[src/rtl/alu_mul_seq.sv]
// Sequential shift-add unsigned multiplier that drives the shared LEGv8 ALU.
// It uses the ALU's ADD to accumulate partial products. It uses PASS-B plus the
// ALU zero flag to test whether the multiplier has run out of set bits.
module alu_mul_seq #(
    parameter int N  = 64,
    parameter int CW = $clog2(N + 1)
) (
    input  logic          clk,
    input  logic          reset,
    input  logic          start,
    input  logic [N-1:0]  op_a,
    input  logic [N-1:0]  op_b,
    output logic          busy,
    output logic          done,
    output logic [N-1:0]  product,
    output logic          ovf,
    output logic [CW-1:0] iter,
    output logic [N-1:0]  alu_a,
    output logic [N-1:0]  alu_b,
    output logic [3:0]    alu_ctrl,
    input  logic [N-1:0]  alu_result,
    input  logic          alu_zero
);

    typedef enum logic [2:0] {
        S_IDLE,
        S_CHECK,
        S_ADD,
        S_SHIFT,
        S_DONE
    } state_t;

    localparam logic [3:0] ALU_AND  = 4'd0;
    localparam logic [3:0] ALU_ADD  = 4'd2;
    localparam logic [3:0] ALU_PASS = 4'd7;

    state_t         state, state_nxt;
    logic [N-1:0]   m_r, q_r, p_r;
    logic [CW-1:0]  cnt;
    logic           sovf;

    // State register with synchronous active-low reset
    always_ff @(posedge clk) begin
        if (!reset) state <= S_IDLE;
        else        state <= state_nxt;
    end

    // Next-state decode and ALU operand steering
    always_comb begin
        state_nxt = state;
        alu_ctrl  = ALU_AND;
        alu_a     = '0;
        alu_b     = '0;
        unique case (state)
            S_IDLE: begin
                if (start) state_nxt = S_CHECK;
            end
            S_CHECK: begin
                alu_ctrl = ALU_PASS;
                alu_b    = q_r;
                if (alu_zero)    state_nxt = S_DONE;
                else if (q_r[0]) state_nxt = S_ADD;
                else             state_nxt = S_SHIFT;
            end
            S_ADD: begin
                alu_ctrl  = ALU_ADD;
                alu_a     = p_r;
                alu_b     = m_r;
                state_nxt = S_SHIFT;
            end
            S_SHIFT: begin
                alu_ctrl  = ALU_PASS;
                alu_b     = q_r;
                state_nxt = S_CHECK;
            end
            S_DONE: begin
                state_nxt = S_IDLE;
            end
            default: state_nxt = S_IDLE;
        endcase
    end

    // Status flags derived directly from the state
    always_comb begin
        busy = (state != S_IDLE);
        done = (state == S_DONE);
    end

    // Working registers and the result registers that are loaded on entry to DONE
    always_ff @(posedge clk) begin
        if (!reset) begin
            m_r     <= '0;
            q_r     <= '0;
            p_r     <= '0;
            cnt     <= '0;
            sovf    <= 1'b0;
            product <= '0;
            ovf     <= 1'b0;
            iter    <= '0;
        end else begin
            unique case (state)
                S_IDLE: begin
                    if (start) begin
                        m_r  <= op_a;
                        q_r  <= op_b;
                        p_r  <= '0;
                        cnt  <= '0;
                        sovf <= 1'b0;
                    end
                end
                S_CHECK: begin
                    if (alu_zero) begin
                        product <= p_r;
                        ovf     <= sovf;
                        iter    <= cnt;
                    end
                end
                S_ADD: begin
                    p_r <= alu_result;
                    if (alu_result < p_r) sovf <= 1'b1;
                end
                S_SHIFT: begin
                    // A multiplicand bit leaving the top matters only if multiplier bits remain
                    if (m_r[N-1] && ((q_r >> 1) != '0)) sovf <= 1'b1;
                    m_r <= m_r << 1;
                    q_r <= q_r >> 1;
                    cnt <= cnt + CW'(1);
                end
                default: ;
            endcase
        end
    end

endmodule
[config.mk]
export PLATFORM = sky130hd
export DESIGN_NAME = alu_mul_seq
export DESIGN_NICKNAME = d
export VERILOG_FILES = /design/src/rtl/alu_mul_seq.sv
export SDC_FILE = /design/constraint.sdc
export NUM_CORES = 1
export LEC_CHECK = 0
export CAP_MARGIN = 20
export CORE_AREA = 2 2 171 173
export DETAILED_ROUTE_END_ITERATION = 16
export DIE_AREA = 0 0 173 175
export PLACE_DENSITY = 0.79
export SLEW_MARGIN = 20
export SYNTH_ARGS = -nofsm -noshare
export SYNTH_HDL_FRONTEND = slang
export SYNTH_SLANG_ARGS = --single-unit
export TNS_END_PERCENT = 1
[constraint.sdc]
create_clock -name clk -period 2.3 [get_ports clk]
set_clock_uncertainty 0.1 [all_clocks]
set_input_delay 0.46 -clock clk [delete_from_list [all_inputs] [get_ports clk]]
set_output_delay 0.46 -clock clk [all_outputs]
set_load 0.005 [all_outputs]
==> flow_summary.ini, run 1 <==
[status]
status = complete, but fails checks
violations = setup timing

[floorplanning]
rows = 62
initial_core_util_pct = 46.20
design.core.area_um2 = 28390
die_h_um = 175
die_w_um = 173
ios = 402
die_area_um2 = 30280

[global_route]
grt_pass1_wl_mm = 76.70
overflow = 0
antenna_found_initial = 0
grt_pass1_vias = 14100
grt_max_degree = 85
grt_usage_pct = 31.34

[timing]
fin_crit_ns = 2.618
rsz0062_at_grt = yes
worst_pin_slew_ns = 0.7581
hold_ws_ns = 0.2799
fin_ws_ns = -0.3184
timing.final.crit_share_pct = 113.8
hold_viol = 0
setup_viol_count_final = 126
slew_headroom_pct = 49.46
fin_tns_setup_ns = -24.24
fmax_mhz = 381.9
slew_viol_final = 0

[layout]
final_common_cell = dfxtp_1
diodes = 0
seqCellArea_um2 = 5515
layout_common_cells = 271 x dfxtp_1, 266 x clkdlybuf4s50_1, 265 x nor2_1
final_core_util_pct = 71.08
final_cells = 2525
areaGrowthSynthToFinish_pct = 53.87
final_nets = 2378
drive_above_1_share_pct = 20.97
fillers = 2138
multi_input_area_um2 = 7287
stdcell_area_um2 = 20180

[logic_synthesis]
avgSynthCellArea_um2 = 8.012
seq_area_frac_synth_pct = 41.97
ys_types = 39
synthesis.nets = 1897
ys_async_sr_fraction_pct = 0
ys_seq_elements = 275
synth_edf_count = 0
netlist_instances = 1637
synth_area_um2 = 13120
synth_ff_type = dfxtp_1
ys_warn_count = 0

[power_and_ir_drop]
power.density_nw_per_um2 = 652.5
p_leak_nw = 7.827
ir_worst_vdd_uv = 544.3
total_power_mw = 13.17

[worst_setup_path]
path_cells = buf_6 > inv_4 > or3_4 > buf_6 > bufbuf_16 > nor2_1 > buf_2
reg2reg_depth = 8
crit_end = alu_a[36]
crit-reg2reg-capture = sovf$_SDFFE_PN0P_
path_class = reg -> out
crit_fanout = 5
start_kind = flip-flop
crit_path_end_kind = output port
worstPathRequired_ns = 1.74
reg2reg_slack_ns = 0.04
max_stage_delay_ns = 0.40
cp-startpoint = state[1]$_SDFFE_PN0N_
worst_path_max_delay_cell = or3_4
cpMostUsedCell = buf_6
r2r-start = q_r[7]$_SDFFE_PN0P_
arrival_ns = 2.06

[place]
placedCellCount = 2410
place_area_um2 = 18230
dp.final_hpwl_mm = 32.63
port_buffers = 400
gp_congestion = 0.9972
pre_cts_ws_ns = -0.5713

[route]
ant_nets = 0
met1_length_mm = 18.99
met3WireLength_mm = 4.552
drcViolationCount = 0
drtIter0Drc = 1250
met2_length_mm = 23.50
routedWlPerCell_um = 19.59
drt-vias-per-instance = 5.731
drtPass1Iterations = 7
highest_layer = met4
vias = 14470
wirelength_mm = 49.47

[clock_network]
cts_sinks = 275
root_buffer = clkbuf_16
cts_buffer_depth = 3
clkLatencyLatePin_ns = 0.56
cts_tree = built
ctsHtreeMaxLevel = 1
cts_made_buffers = 30
cts_hold_buf = 0
clkTransAtPathRegs_ns = 0.06

[job]
cap_viol_max_count = 0

[min_path]
hp-class = in -> reg
## Yosys cell counts (3+ instances only)
library cell | number | area, µm²
nand4_1 | 12 | 75.07
a21oi_1 | 23 | 115.1
nand3_1 | 85 | 425.4
a22o_1 | 64 | 560.5
a31oi_1 | 4 | 25.02
nor4_1 | 18 | 112.6
nand2b_1 | 3 | 18.77
nor3_1 | 3 | 15.01
buf_1 | 11 | 41.29
a221oi_1 | 6 | 52.55
nor2_1 | 324 | 1216
a21boi_0 | 129 | 968.4
a21boi_1 | 11 | 82.58
and2_1 | 10 | 62.56
dfxtp_1 | 275 | 5505
o21ai_0 | 17 | 85.08
ha_1 | 64 | 800.8
inv_1 | 70 | 262.8
buf_2 | 58 | 290.3
o221ai_1 | 125 | 1095
nand2_1 | 238 | 893.4
clkbuf_1 | 62 | 232.7
a21o_1 | 5 | 37.54
## kinds of logic after synthesis
kind of cell             Yosys count  synth area share (%)
other                              1               0.02859
adder cells (fa/ha/maj)           64                 6.105
flip-flops                       275                 41.97
buffers and inverters            204                 6.458
AND/OR/NAND/NOR                  701                 21.93
AO/OA/AOI/OAI                    392                 23.50
## worst min path at each step
stage / startpoint / to / slack, ns / depth (start not counted)
finish: reset / state[2]$_SDFFE_PN0N_ / 0.28 / 2
global route: reset / iter[6]$_SDFFE_PN0P_ / 0.28 / 2
CTS: reset / iter[6]$_SDFFE_PN0P_ / 0.26 / 2
detailed placement: product[63]$_SDFFE_PN0P_ / product[63]$_SDFFE_PN0P_ / 0.36 / 2
global placement: product[24]$_SDFFE_PN0P_ / product[24]$_SDFFE_PN0P_ / 0.35 / 2
floorplan: sovf$_SDFFE_PN0P_ / ovf$_SDFFE_PN0P_ / 0.34 / 2
## where the power goes
part | total (mW) | switching [mW] | internal [mW]
clock network | 5.03 | 1.98 | 3.05
logic | 2.75 | 1.38 | 1.37
registers | 5.39 | 0.302 | 5.09
## layout make-up
class	instances	area share, %
Timing Repair Buffer	581	27.71
Clock buffer	44	4.482
Inverter	70	1.314
Clock inverter	11	0.6758
Multi-Input combinational cell	1160	36.11
Sequential cell	275	27.33
Tap cell	384	2.381
## state kept, by name, indices dropped and copies added, names as in the netlist
name	flops
cnt	7
ovf	1
product	64
q_r	64
iter	7
state	3
p_r	64
sovf	1
m_r	64
## metal layers
metal	global-route usage, %	vias up
met5	0	-
met3	6.876	145
met1	37.99	6840
li1	-	6708
met4	14.48	0
met2	53.18	777
## timing repair
| action | CTS | global route |
|---|---|---|
| setup endpoints to repair | 134 | 132 |
| pin swaps | 57 | 18 |
| setup buffers | 45 | 2 |
| gates cloned | 14 | 0 |
| gates resized for setup | 644 | 79 |
## critical path, delay by kind of cell (launching register included)
| kind | cells | cell delay (ns) |
|---|---|---|
| and+or+nand+nor | 2 | 0.49 |
| buffers and inverters | 5 | 0.67 |
| DFF | 1 | 0.35 |
No activity file was read; power rests on OpenSTA's default activity.
==> run 2, diff against run 1 <==
--- a/config.mk
+++ b/config.mk
@@ -6,10 +6,12 @@
 export NUM_CORES = 1
 export LEC_CHECK = 0
 export CAP_MARGIN = 20
-export CORE_AREA = 2 2 171 173
+export CORE_AREA = 2 2 157 159
 export DETAILED_ROUTE_END_ITERATION = 16
-export DIE_AREA = 0 0 173 175
-export PLACE_DENSITY = 0.79
+export DIE_AREA = 0 0 159 161
+export DONT_BUFFER_PORTS = 1
+export GPL_ROUTABILITY_DRIVEN = 0
+export PLACE_DENSITY = 0.7
 export SLEW_MARGIN = 20
 export SYNTH_ARGS = -nofsm -noshare
 export SYNTH_HDL_FRONTEND = slang
==> run 2 against run 1 <==
Effect of this change:
- the run still ends with setup timing left
- sequential share of layout area is 6.5 points higher
- clock power is 5.6% lower
- register-to-register slack worse by 0.02 ns
- flip-flop and latch count stayed put
- routed wire length is 13% lower
- critical endpoint is now alu_a[58]
- combinational power is 29% lower
- fmax is 11% higher
- count of clock-buffer cells in the layout is 5 higher
==> flow_summary.ini, run 2 (synthesized netlist as in run 1, its figures left out) <==
[global_route]
grt_usage_pct = 31.06
grt_pass1_vias = 11880
grt_pass1_wl_mm = 65.56
antenna_found_initial = 0
overflow = 0
grt_max_degree = 275

[route]
ant_nets = 0
drtPass1Iterations = 6
wirelength_mm = 42.81
vias = 12410
drtIter0Drc = 1195
drt-vias-per-instance = 6.058
routedWlPerCell_um = 20.89
drcViolationCount = 0

[layout]
layout_common_cells = 274 x nor2_1, 271 x dfxtp_1, 236 x nand2_1
drive_above_1_share_pct = 12.06
final_cells = 2049
diodes = 0
final_common_cell = nor2_1
final_nets = 1963
fillers = 1896
areaGrowthSynthToFinish_pct = 24.32

[worst_setup_path]
critPathBufInv = 1
arrival_ns = 1.81
r2r-start = p_r[37]$_SDFFE_PN0P_
reg2reg_slack_ns = 0.02
cp-startpoint = state[2]$_SDFFE_PN0N_
critical-path-top-delay-family = simple AND/OR/NAND/NOR gates
worstPathRequired_ns = 1.74
crit_fanout = 24
crit_path_end_kind = output port
max_stage_delay_ns = 0.50
path_class = reg -> out
start_kind = flip-flop
worst_path_max_delay_cell = or3_4
path_cells = or3_4 > buf_12 > nor2_2

[power_and_ir_drop]
ir_worst_vdd_uv = 812.5
power.density_nw_per_um2 = 743.6
total_power_mw = 12.12
p_leak_nw = 5.911

[min_path]
hp-class = in -> reg
hp-start = reset

[place]
placedCellCount = 1883
port_buffers = 0
pre_cts_ws_ns = -0.1155
dp.final_hpwl_mm = 26.53

[floorplanning]
design.core.area_um2 = 23960
initial_core_util_pct = 54.74
die_h_um = 161
ios = 402
rows = 57
die_w_um = 159
die_area_um2 = 25600

[timing]
hold_viol = 0
timing.final.crit_share_pct = 102.8
fin_tns_setup_ns = -3.963
fin_crit_ns = 2.365
fmax_mhz = 422.8
slew_viol_final = 0
slew_headroom_pct = 53.64
rsz0062_at_grt = yes
worst_pin_slew_ns = 0.6932
fin_ws_ns = -0.06522
setup_viol_count_final = 112

[clock_network]
cts_tree = built
cts_buffer_depth = 3
ctsHtreeMaxLevel = 1
clkTransAtPathRegs_ns = 0.06
clkLatencyLatePin_ns = 0.56
cts_sinks = 275
cts_made_buffers = 30
root_buffer = clkbuf_16

[job]
cap_viol_max_count = 0

[status]
violations = setup timing
status = complete, but fails checks
==> run 2: cell types whose count changed in the layout (fill, tap and decap cells not counted), sizes merged <==
| cell | change |
|---|---|
| buf | -242 |
| bufbuf | -1 |
| bufinv | -3 |
| clkbuf | +2 |
| clkdlybuf4s15 | -2 |
| clkdlybuf4s50 | -266 |
| clkinv | -2 |
| clkinvlp | -1 |
| dlygate4sd2 | -3 |
| dlygate4sd3 | +102 |
==> run 2: final timing paths <==
check / endpoint / depth (start not counted)
worst max-delay path: alu_a[58] / 3
worst max register to register: sovf$_SDFFE_PN0P_ / 9
worst min register to register: ovf$_SDFFE_PN0P_ / 2
worst min-delay path: product[13]$_SDFFE_PN0P_ / 1
==> run 2: layout make-up <==
cell class              instances  area [µm²]  area share, %
inverters                      70       265.3          1.627
flip-flops and latches        275        5518          33.84
clock inverters                 5       28.78         0.1765
multi-input cells            1160        7301          44.77
well taps                     324       405.4          2.486
repair buffers                166        1834          11.25
clock buffers                  49       953.4          5.847
==> run 2: stage by stage <==
step | cell area (µm²) | hold slack [ns] | utilization [%]
after floorplan | 13120 | 0.3410 | -
after global placement | 13620 | 0.3564 | 56.86
after detailed placement | 13620 | 0.3573 | 56.86
after CTS | 15990 | -0.05364 | 66.72
after global routing | 16310 | 0.004581 | 68.05
final | 16310 | 0.01075 | 68.05
==> run 2: what timing repair did <==
action / CTS / global route
endpoints found under the hold margin: 262 / 42
setup buffers: 6 / 0
pin swaps: 7 / 42
gates cloned: 3 / 0
endpoints found under the setup margin: 129 / 145
hold buffers: 97 / 6
gates resized for setup: 85 / 43
==> run 2: routing by layer <==
| layer | share of wire, % | GRT usage [%] |
|---|---|---|
| met2 | 48 | 52.71 |
| met3 | 10 | 10.22 |
| met4 | 3.2 | 10.21 |
| met5 | 0 | 0 |
| met1 | 39 | 37.32 |
==> run 2: report_power, final <==
group | leakage, nW | internal (mW) | total [mW] | switching, mW
clock network | 0.490 | 2.80 | 4.75 | 1.94
logic | 3.17 | 0.858 | 1.96 | 1.11
registers | 2.25 | 5.09 | 5.41 | 0.322
==> run 2: worst register-to-register path, stage by stage (launching register included) <==
cell and delay, ns:
dfxtp_1 0.34, inv_1 0.07, ha_1 0.30, and4_4 0.26
nand4_1 0.15, or4_4 0.48, nor3_2 0.16, o21ai_0 0.09
nand3_1 0.10, a31oi_1 0.09
==> run 3, diff against run 2 <==
--- a/config.mk
+++ b/config.mk
@@ -6,12 +6,12 @@
 export NUM_CORES = 1
 export LEC_CHECK = 0
 export CAP_MARGIN = 20
-export CORE_AREA = 2 2 157 159
+export CORE_AREA = 5 5 156 158
 export DETAILED_ROUTE_END_ITERATION = 16
-export DIE_AREA = 0 0 159 161
+export DIE_AREA = 0 0 161 163
 export DONT_BUFFER_PORTS = 1
 export GPL_ROUTABILITY_DRIVEN = 0
-export PLACE_DENSITY = 0.7
+export PLACE_DENSITY = 0.73
 export SLEW_MARGIN = 20
 export SYNTH_ARGS = -nofsm -noshare
 export SYNTH_HDL_FRONTEND = slang
==> run 3 against run 2 <==
Effect of this change:
- the flow still finishes with violations (setup timing)
- largest power group unchanged
- worst setup slack better by 0.0071 ns
- die area grew 2.5%
- routed wire length increased by 4.8%
- largest cell class unchanged
- count of clock-buffer cells in the layout down 4
- register-to-register slack lost 0.07 ns
==> flow_summary.ini, run 3 (synthesized netlist as in run 1, its figures left out) <==
[status]
status = complete, but fails checks
violations = setup timing

[power_and_ir_drop]
power.density_nw_per_um2 = 775.7
p_int_mw = 9.090
total_power_mw = 12.51
p_leak_nw = 5.727
ir_worst_vdd_uv = 744.9
power.share.clock_pct = 41.1
power.share.switching_pct = 27.36
p_sw_mw = 3.424
sequentialPowerShare_pct = 43.1
power_frac_comb_pct = 15.8

[layout]
layout_common_cells = 271 x dfxtp_1, 261 x nor2_1, 236 x nand2_1
diodes = 0
drive_above_1_share_pct = 12.47
final_nets = 1937
final_core_util_pct = 70.19
final_common_cell = dfxtp_1
areaGrowthSynthToFinish_pct = 22.99

[timing]
timing.final.crit_share_pct = 102.5
hold_viol = 0
slew_viol_final = 0
setup_viol_count_final = 75
rsz0062_at_grt = yes
fin_ws_ns = -0.05817
fin_crit_ns = 2.358
fmax_mhz = 424.1

[clock_network]
cts_tree = built
clkTransAtPathRegs_ns = 0.06
root_buffer = clkbuf_16
clkLatencyLatePin_ns = 0.55
ctsHtreeMaxLevel = 1
cts_sinks = 275
cts_buffer_depth = 3
cts_made_buffers = 30

[min_path]
hold_path_end = p_r[23]$_SDFFE_PN0P_
hp-class = in -> reg
hp-start = reset
hold_depth = 1

[route]
drt-vias-per-instance = 6.357
drtPass1Iterations = 8
drcViolationCount = 0
wirelength_mm = 44.86
ant_nets = 0
vias = 12650
routedWlPerCell_um = 22.54
drtIter0Drc = 1315

[floorplanning]
ios = 402
die_w_um = 161
die_area_um2 = 26240
rows = 56
initial_core_util_pct = 57.07
design.core.area_um2 = 22980
die_h_um = 163

[job]
cap_viol_max_count = 0

[worst_setup_path]
crit_path_end_kind = output port
crit-reg2reg-capture = sovf$_SDFFE_PN0P_
path_class = reg -> out
max_stage_delay_ns = 0.43
worst_path_max_delay_cell = or3_4
arrival_ns = 1.80
reg2reg_depth = 9
worstPathRequired_ns = 1.74
cp-startpoint = state[2]$_SDFFE_PN0N_
reg2reg_slack_ns = -0.05
start_kind = flip-flop
path_cells = or3_4 > buf_12 > buf_12 > nor2_4
cpMostUsedCell = buf_12
r2r-start = p_r[37]$_SDFFE_PN0P_
crit_fanout = 17

[global_route]
grt_pass1_vias = 12380
grt_max_degree = 176
grt_pass1_wl_mm = 68.51
grt_usage_pct = 31.81
antenna_found_initial = 0
overflow = 0

[place]
dp.final_hpwl_mm = 26.40
port_buffers = 0
## run 3: repair_timing
item	CTS	global route
hold endpoints to repair	120	1
cloned	8	0
setup buffers	9	0
pin swaps	21	12
hold buffers	68	1
resized for setup	117	29
setup endpoints to repair	129	257
## run 3: cell type report
type | instances | area, µm²
multi-input combinational | 1159 | 7295
fill | 1727 | 6850
sequential | 275 | 5518
timing repair buffer | 141 | 1627
clock buffer | 45 | 908.4
tap | 290 | 362.8
inverter | 70 | 262.8
clock inverter | 10 | 158.9
## run 3: critical path: cells and delay by family (launching register included)
kind	cells	cell delay, ns
flops	1	0.38
buf+inv	2	0.32
simple gates	2	0.55
## run 3: power by group through the flow
stage | Sequential, mW | Combinational, mW | Clock (mW)
2_1_floorplan | 5.40 | 1.23 | 0
3_3_place_gp | 5.46 | 1.61 | 0
3_5_place_dp | 5.47 | 1.64 | 0
4_1_cts | 5.38 | 1.93 | 5.16
5_1_grt | 5.43 | 2.18 | 5.40
6_report | 5.39 | 1.98 | 5.14
## run 3: worst max-delay path by stage
stage                        endpoint  slack (ns)  depth (start not counted)
floorplan           sovf$_SDFFE_PN0P_        0.16                          8
detailed placement  sovf$_SDFFE_PN0P_       -0.05                          8
global route        sovf$_SDFFE_PN0P_       -0.14                          9
global placement    sovf$_SDFFE_PN0P_       -0.05                          8
CTS                          alu_a[7]       -0.08                          5
finish                       alu_a[6]       -0.06                          4
## run 3: through the flow
| step | std cells | TNS, ns | hold slack (ns) | setup WS, ns | area [µm²] |
|---|---|---|---|---|---|
| 2_1_floorplan | 1637 | 0 | 0.3410 | 0.1639 | 13120 |
| 3_3_place_gp | 1849 | -0.04759 | 0.3543 | -0.04759 | 13530 |
| 3_5_place_dp | 1849 | -0.05419 | 0.3551 | -0.05419 | 13530 |
| 4_1_cts | 1989 | -4.416 | 0.001648 | -0.08189 | 16000 |
| 5_1_grt | 1990 | -8.983 | 0.01956 | -0.1401 | 16130 |
| 6_report | 1990 | -1.637 | 0.03505 | -0.05817 | 16130 |
## run 3: per-layer routing
metal / track usage [%] / vias to the layer above / part of all wire [%]
li1: - / 5811 / -
met1: 37.88 / 5937 / 37
met2: 54.07 / 737 / 48
met3: 9.922 / 165 / 11
met4: 12.14 / 0 / 4.4
met5: 0 / - / 0
